==> src/rtl/ft600_tx_arbiter_pkg.sv <==
// Shared definitions for the FT600 TX arbiter and its helpers.
//   - state_e : arbiter FSM encoding (S_IDLE=0, S_HDR=1, S_DATA=2, S_RELEASE=3)
//   - HDR_TAG : upper nibble of the per-packet channel header byte
//   - CH_W    : width of a channel index (supports up to 16 channels)
package ft600_pkg;

  localparam int unsigned CH_W = 4;

  localparam logic [7:0] HDR_TAG = 8'hA0;

  typedef enum logic [1:0] {
    S_IDLE    = 2'd0,
    S_HDR     = 2'd1,
    S_DATA    = 2'd2,
    S_RELEASE = 2'd3
  } state_e;

endpackage

==> src/rtl/ft600_tx_arbiter_if.sv <==
// Bundle of requester-side and bridge-side signals around the FT600 TX arbiter.
//   req_valid/req_data/req_last : per-channel byte stream from the requesters
//   req_ready                   : per-channel byte accept (at most one bit high)
//   tx_en/tx_in/tx_full         : byte-wide TX port of the FT600 bridge
//   busy/grant_id/trunc         : grant status
// Modports:
//   master : the arbiter (drives req_ready, tx_*, status)
//   slave  : requesters + bridge (drive req_*, tx_full)
interface ft600_tx_arbiter_if
  import ft600_pkg::*;
#(
  parameter int unsigned N_CH = 4
) ();

  logic [N_CH-1:0]   req_valid;
  logic [8*N_CH-1:0] req_data;
  logic [N_CH-1:0]   req_last;
  logic [N_CH-1:0]   req_ready;
  logic              tx_en;
  logic [7:0]        tx_in;
  logic              tx_full;
  logic              busy;
  logic [CH_W-1:0]   grant_id;
  logic              trunc;

  modport master (
    input  req_valid, req_data, req_last, tx_full,
    output req_ready, tx_en, tx_in, busy, grant_id, trunc
  );

  modport slave (
    output req_valid, req_data, req_last, tx_full,
    input  req_ready, tx_en, tx_in, busy, grant_id, trunc
  );

endinterface

==> src/rtl/ft600_rr_pick.sv <==
// Combinational round-robin picker: scans i_req starting at i_ptr, wrapping
// modulo N_CH, and returns the first set position.
//   i_req   : request vector, one bit per channel
//   i_ptr   : highest-priority channel this round (must be < N_CH)
//   o_found : at least one request is set
//   o_idx   : winning channel index (0 when o_found is low)
module ft600_rr_pick
  import ft600_pkg::*;
#(
  parameter int unsigned N_CH = 4
) (
  input  logic [N_CH-1:0] i_req,
  input  logic [CH_W-1:0] i_ptr,
  output logic            o_found,
  output logic [CH_W-1:0] o_idx
);

  always_comb begin
    o_found = 1'b0;
    o_idx   = '0;
    for (int i = 0; i < N_CH; i++) begin
      logic [CH_W:0] w_tgt;
      // Candidate for priority slot i: (ptr + i) mod N_CH without a divider.
      w_tgt = (CH_W + 1)'(i_ptr) + (CH_W + 1)'(i);
      if (w_tgt >= (CH_W + 1)'(N_CH)) begin
        w_tgt = w_tgt - (CH_W + 1)'(N_CH);
      end
      // Constant-indexed inner loop keeps the request lookup a plain mux.
      for (int j = 0; j < N_CH; j++) begin
        if (!o_found && i_req[j] && (w_tgt == (CH_W + 1)'(j))) begin
          o_found = 1'b1;
          o_idx   = CH_W'(j);
        end
      end
    end
  end

endmodule

==> src/rtl/ft600_tx_arbiter.sv <==
// Round-robin packet arbiter sharing the FT600 bridge's byte-wide TX port
// between N_CH requester channels. Whole packets are granted; bytes of
// different channels never interleave. Packets longer than MAX_LEN payload
// bytes are cut and the remainder is sent at the channel's next grant.
//
// Optional feature (macro FT_ARB_HDR_EN): each packet is preceded by one
// header byte HDR_TAG | channel. Undefined: payload bytes only.
//
// Ports:
//   clk : system clock, posedge
//   rst : asynchronous active-high reset
//   bus : ft600_tx_arbiter_if.master (requester streams, bridge TX port, status)
module ft600_tx_arbiter
  import ft600_pkg::*;
#(
  parameter int unsigned N_CH    = 4,
  parameter int unsigned MAX_LEN = 64,
  parameter int unsigned LEN_W   = 8
) (
  input logic               clk,
  input logic               rst,
  ft600_tx_arbiter_if.master bus
);

  state_e           r_state, w_state_nxt;
  logic [CH_W-1:0]  r_grant, w_grant_nxt;
  logic [CH_W-1:0]  r_rr_ptr, w_rr_nxt;
  logic [LEN_W-1:0] r_cnt, w_cnt_nxt;
  logic [LEN_W-1:0] w_cnt_inc;

  logic             w_pick_found;
  logic [CH_W-1:0]  w_pick_idx;

  logic             w_valid_g;
  logic [7:0]       w_data_g;
  logic             w_last_g;

  logic             w_tx_en;
  logic [7:0]       w_tx_in;
  logic             w_trunc;
  logic [N_CH-1:0]  w_ready;

  ft600_rr_pick #(
    .N_CH (N_CH)
  ) u_pick (
    .i_req   (bus.req_valid),
    .i_ptr   (r_rr_ptr),
    .o_found (w_pick_found),
    .o_idx   (w_pick_idx)
  );

  // Granted channel's stream, selected by the registered grant.
  always_comb begin
    w_valid_g = 1'b0;
    w_data_g  = '0;
    w_last_g  = 1'b0;
    for (int i = 0; i < N_CH; i++) begin
      if (r_grant == CH_W'(i)) begin
        w_valid_g = bus.req_valid[i];
        w_data_g  = bus.req_data[8*i +: 8];
        w_last_g  = bus.req_last[i];
      end
    end
  end

  // Ready follows only the bridge's full flag so the requester sees the
  // same transfer condition as tx_en.
  always_comb begin
    w_ready = '0;
    for (int i = 0; i < N_CH; i++) begin
      w_ready[i] = (r_state == S_DATA) && (r_grant == CH_W'(i)) && !bus.tx_full;
    end
  end

  assign w_cnt_inc = r_cnt + 1'b1;

  always_comb begin
    w_state_nxt = r_state;
    w_grant_nxt = r_grant;
    w_rr_nxt    = r_rr_ptr;
    w_cnt_nxt   = r_cnt;
    w_tx_en     = 1'b0;
    w_tx_in     = '0;
    w_trunc     = 1'b0;

    unique case (r_state)
      S_IDLE: begin
        if (w_pick_found) begin
          w_grant_nxt = w_pick_idx;
          w_cnt_nxt   = '0;
`ifdef FT_ARB_HDR_EN
          w_state_nxt = S_HDR;
`else
          w_state_nxt = S_DATA;
`endif
        end
      end

`ifdef FT_ARB_HDR_EN
      S_HDR: begin
        w_tx_in = HDR_TAG | {4'b0000, r_grant};
        w_tx_en = !bus.tx_full;
        if (w_tx_en) begin
          w_state_nxt = S_DATA;
        end
      end
`endif

      S_DATA: begin
        w_tx_in = w_data_g;
        w_tx_en = w_valid_g && !bus.tx_full;
        if (w_tx_en) begin
          w_cnt_nxt = w_cnt_inc;
          if (w_last_g) begin
            w_state_nxt = S_RELEASE;
          end else if (w_cnt_inc == LEN_W'(MAX_LEN)) begin
            // Cut here; the requester's remaining bytes wait for a new grant.
            w_trunc     = 1'b1;
            w_state_nxt = S_RELEASE;
          end
        end
      end

      S_RELEASE: begin
        // Served channel drops to lowest priority for the next scan.
        w_rr_nxt    = (r_grant == CH_W'(N_CH - 1)) ? '0 : r_grant + 1'b1;
        w_state_nxt = S_IDLE;
      end

      default: begin
        w_state_nxt = S_IDLE;
      end
    endcase
  end

  always_ff @(posedge clk or posedge rst) begin
    if (rst) begin
      r_state  <= S_IDLE;
      r_grant  <= '0;
      r_rr_ptr <= '0;
      r_cnt    <= '0;
    end else begin
      r_state  <= w_state_nxt;
      r_grant  <= w_grant_nxt;
      r_rr_ptr <= w_rr_nxt;
      r_cnt    <= w_cnt_nxt;
    end
  end

  assign bus.req_ready = w_ready;
  assign bus.tx_en     = w_tx_en;
  assign bus.tx_in     = w_tx_in;
  assign bus.busy      = (r_state != S_IDLE);
  assign bus.grant_id  = r_grant;
  assign bus.trunc     = w_trunc;

endmodule

==> src/flat_wrapper.sv <==
// flat-port wrapper written by rule: the top's interface ports become plain ports
module ft600_tx_arbiter_flat import ft600_pkg::*;
#(
  parameter int unsigned N_CH    = 4,
  parameter int unsigned MAX_LEN = 64,
  parameter int unsigned LEN_W   = 8
)
  (clk, rst, bus_req_valid, bus_req_data, bus_req_last, bus_tx_full, bus_req_ready, bus_tx_en, bus_tx_in, bus_busy, bus_grant_id, bus_trunc);
  ft600_tx_arbiter_if #(.N_CH(N_CH)) bus_i ();
  input logic clk;
  input logic rst;
  input wire logic [$bits(bus_i.req_valid)-1:0] bus_req_valid;
  input wire logic [$bits(bus_i.req_data)-1:0] bus_req_data;
  input wire logic [$bits(bus_i.req_last)-1:0] bus_req_last;
  input wire logic [$bits(bus_i.tx_full)-1:0] bus_tx_full;
  output wire logic [$bits(bus_i.req_ready)-1:0] bus_req_ready;
  output wire logic [$bits(bus_i.tx_en)-1:0] bus_tx_en;
  output wire logic [$bits(bus_i.tx_in)-1:0] bus_tx_in;
  output wire logic [$bits(bus_i.busy)-1:0] bus_busy;
  output wire logic [$bits(bus_i.grant_id)-1:0] bus_grant_id;
  output wire logic [$bits(bus_i.trunc)-1:0] bus_trunc;
  assign bus_i.req_valid = bus_req_valid;
  assign bus_i.req_data = bus_req_data;
  assign bus_i.req_last = bus_req_last;
  assign bus_i.tx_full = bus_tx_full;
  assign bus_req_ready = bus_i.req_ready;
  assign bus_tx_en = bus_i.tx_en;
  assign bus_tx_in = bus_i.tx_in;
  assign bus_busy = bus_i.busy;
  assign bus_grant_id = bus_i.grant_id;
  assign bus_trunc = bus_i.trunc;
  ft600_tx_arbiter #(.N_CH(N_CH), .MAX_LEN(MAX_LEN), .LEN_W(LEN_W)) u_core (.clk(clk), .rst(rst), .bus(bus_i));
endmodule
==> config.mk <==
export PLATFORM = sky130hd
export DESIGN_NAME = ft600_tx_arbiter_flat
export DESIGN_NICKNAME = d
export VERILOG_FILES = /design/src/rtl/ft600_tx_arbiter_pkg.sv /design/src/rtl/ft600_tx_arbiter_if.sv /design/src/rtl/ft600_rr_pick.sv /design/src/rtl/ft600_tx_arbiter.sv /design/src/flat_wrapper.sv
export SDC_FILE = /design/constraint.sdc
export NUM_CORES = 1
export LEC_CHECK = 0
export CORE_MARGIN = 2
export CORE_UTILIZATION = 48
export CTS_CLUSTER_SIZE = 30
export DETAILED_ROUTE_END_ITERATION = 12
export PLACE_DENSITY_LB_ADDON = 0.08
export SYNTH_ARGS = -nofsm -noshare
export SYNTH_HDL_FRONTEND = slang
export SYNTH_SLANG_ARGS = --single-unit
==> constraint.sdc <==
create_clock -name clk -period 4.7 [get_ports clk]
set_clock_uncertainty 0.15 [all_clocks]
set_input_delay 1.175 -clock clk [delete_from_list [all_inputs] [get_ports clk]]
set_output_delay 1.175 -clock clk [all_outputs]
set_load 0.01 [all_outputs]
==> flow_metrics.py <==
metrics = {
    "worst_setup_path": {
        "largest_fanout_on_the_critical_path": 2,
        "timing_worst_setup_path_type": "input port to output pin",
        "timing.critical_path.arrival_ns": 3.18,
        "timing.critical_path.required_ns": 3.38,
        "worst_path_dominant_cell_family": "buffers and inverters",
        "slowest_delay_ns": 0.59,
        "worstPathCellList": "clkdlybuf4s50_1 -> inv_2 -> a2111oi_4 -> nand2_2 -> a2111oi_4 -> clkdlybuf4s50_1",
        "worst_r2r_path_depth": 7,
        "crit_slowest_cell": "sky130_fd_sc_hd__clkdlybuf4s50_1",
        "timing.critical_path.from_type": "input port",
        "critical_path_cell_count": 6,
        "worst-path-buf-inv": 3,
        "end_kind": "output pin",
    },
    "global_routing": {
        "grt_start_max_net_pins": 21,
        "globalRouteTotalUtil_pct": 24.09,
        "first_global_vias": 1489,
        "globalRoute.totalOverflow": 0,
        "grt_first_pass_wirelength_microns": 6934,
        "number_of_antenna_violations_at_the_first_check_in_global_routing": 0,
    },
    "placement": {
        "port-buffer-count": 59,
        "gp_congestion": 0.9155,
        "dpl_cell_area_sq_um": 2226,
        "placed_wire_length_estimate_microns": 3537,
    },
    "timing": {
        "upper_clock_frequency_limit_mhz": 221.9,
        "timing.final.setup_violations": 0,
        "tightest_slew_ns": 0.6385,
        "max_slew_margin_pct": 57.34,
        "unrepaired_setup_endpoints_after_global_routing": "no",
        "post-route-min-period_ns": 4.506,
        "finalHoldViolations": 0,
        "setup_tns_ns": 0,
        "timing.final.crit_share_pct": 95.87,
        "final-max-slew-violation-count": 0,
    },
    "finish": {
        "drive_above_1_share_pct": 12.17,
        "postLayoutCellArea_sq_um": 2262,
        "insertedDiodeCount": 0,
        "area.growth.synth_to_final_pct": 41.80,
        "final_nets": 315,
    },
    "route": {
        "drt-total-wl_microns": 4509,
        "route.detailed.wl_per_inst_microns": 14.69,
        "via_per_inst": 5.524,
        "vias": 1696,
        "detail_route.drc_violations": 0,
        "drt-pass1-iter-count": 4,
        "final_antenna_net_count": 0,
        "detail_route.iter0.violations": 105,
    },
    "clock_network": {
        "tritoncts.num_buffers": 3,
        "cts.sink_count": 14,
        "post-cts-setup-buffer-count": 0,
        "clock_latency_ns": 0.29,
        "cts_tree": "done",
        "cts_buffer_depth": 2,
        "cts_hold_repair.buffers": 0,
        "h-tree-depth": 1,
        "cts.clk_slew.worst_paths_ns": 0.09,
        "post_cts.resized_instances": 0,
        "cts_root_buffer": "sky130_fd_sc_hd__clkbuf_4",
    },
    "job": {
        "cap_violations": 0,
    },
    "floorplanning": {
        "vertical_die_dimension_microns": 61.65,
        "std_cell_rows": 20,
        "start_util_pct": 51.41,
        "die_area_sq_um": 3801,
        "core_sq_um": 3103,
        "io_pins": 62,
        "die_w_microns": 61.65,
    },
    "yosys": {
        "syn-cell-area_sq_um": 1595,
        "async_reset_ff_share_pct": 100.0,
        "postSynth.topFlopCell": "sky130_fd_sc_hd__dfrtp_1",
        "synth_enable_flop_cells": 0,
        "synth_seq_cells": 14,
        "post_synth_num_cell_types": 53,
        "number_of_cells_produced_by_synthesis": 203,
        "mean_area_per_synthesized_cell_sq_um": 7.859,
        "ys_seq_area_share_pct": 21.96,
        "yosys_warnings": 0,
    },
    "pwr": {
        "vdd_drop_max_uv": 418.7,
        "p_per_area_nw_per_um2": 586.6,
        "p_leak_uw": 0.0009503,
    },
    "min_path": {
        "worstHoldPathCells": 2,
        "timing.hold.worst.class": "register to register",
    },
    "status": {
        "run_status": "finished, final reports clean",
    },
}
==> state kept, by name (all words and copies together), names as in the netlist <==
register,count
u_core.r_state,2
u_core.bus.grant_id,2
u_core.r_rr_ptr,2
u_core.r_cnt,8
==> layout make-up <==
cell class | count | area (sq um)
Fill cell | 263 | 840.8
Sequential cell | 14 | 350.3
Clock buffer | 4 | 36.28
Inverter | 12 | 45.04
Multi-Input combinational cell | 164 | 1110
Timing Repair Buffer | 69 | 665.6
Tap cell | 44 | 55.05
==> layout by cell type (no fill, tap or decap), drive strengths merged, types with 8 or more instances in the layout <==
| master | instances |
|---|---|
| a21oi | 16 |
| a221oi | 8 |
| buf | 10 |
| clkdlybuf4s50 | 59 |
| dfrtp | 14 |
| ha | 8 |
| inv | 12 |
| nand2 | 21 |
| nor2 | 18 |
| nor2b | 11 |
| nor3 | 11 |
| o21ai | 11 |
==> final timing paths <==
path | startpoint | end | slack, ns
max | bus_req_valid[3] | bus_trunc | 0.19
min in group asynchronous | rst | u_core.bus.grant_id[1] | 1.06
min reg2reg | u_core.r_cnt[1] | u_core.r_cnt[1] | 0.40
min | u_core.r_cnt[1] | u_core.r_cnt[1] | 0.40
max in group asynchronous | rst | u_core.r_state[0] | 2.98
max reg2reg | u_core.bus.grant_id[1] | u_core.r_state[0] | 2.20
==> cell usage after synthesis (all sizes together) (2+ instances only) <==
cell	instances	area, sq um
mux2	2	22.52
a221oi	8	70.07
and2	4	25.02
nor2b	11	68.82
inv	12	45.05
nor2	18	67.56
a21oi	16	91.34
a2111oi	2	55.05
o21bai	2	15.01
a211oi	4	52.55
nand2b	3	26.27
nor3b	2	15.01
clkbuf	7	26.28
buf	9	75.06
o31a	2	17.52
conb	2	7.510
ha	8	100.1
nand2	21	88.84
o31ai	3	32.53
nand4	2	12.51
nand3	6	30.03
dfrtp	14	350.3
nor3	11	55.05
o21ai	11	55.05
a31oi	6	37.54
mux2i	2	20.02
==> through the flow <==
stage	cells	utilization [%]	power, uW	worst slack, ns	hold WS, ns
2_1_floorplan	206	-	900.9	1.014	0.3653
3_3_place_gp	303	71.73	1221	0.2116	0.3804
3_5_place_dp	303	71.73	1238	0.1905	0.3889
4_1_cts	307	72.90	1329	0.1786	0.4016
5_1_grt	307	72.90	1448	0.1312	0.4238
6_report	307	72.90	1327	0.1940	0.4041
==> power breakdown <==
| part | internal, uW | total (uW) | switching, uW |
|---|---|---|---|
| clock | 47.2 | 88.9 | 41.6 |
| combinational | 484 | 977 | 493 |
| sequential | 169 | 261 | 92.5 |
| total | 699 | 1330 | 628 |
==> tightest hold or removal path: stages, from the launching register on <==
cell and delay (ns):
sky130_fd_sc_hd__dfrtp_1 0.41, sky130_fd_sc_hd__nand2_1 0.06, sky130_fd_sc_hd__o21ai_1 0.05
==> kinds of logic (layout without fill, tap and decap cells) <==
family	after synthesis	after routing	share of synthesized area (%)
compound gates	62	62	31.61
xor+xnor	1	1	0.5491
fa+ha+maj	8	8	6.275
buf+inv	28	85	9.176
flops	14	14	21.96
mux	4	4	2.667
other cells	2	5	0.4708
simple gates	84	84	27.29
==> metal layers <==
layer / vias up / part of all wire [%] / global-route usage, % / wire length [microns]
met2: 52 / 49 / 39.85 / 2227
met5: - / 0 / 0 / 0
met3: 5 / 5.2 / 2.731 / 233
met1: 792 / 45 / 33.89 / 2012
met4: 0 / 0.80 / 5.167 / 36
li1: 847 / - / - / -
Power figures use the tool's default switching activity.
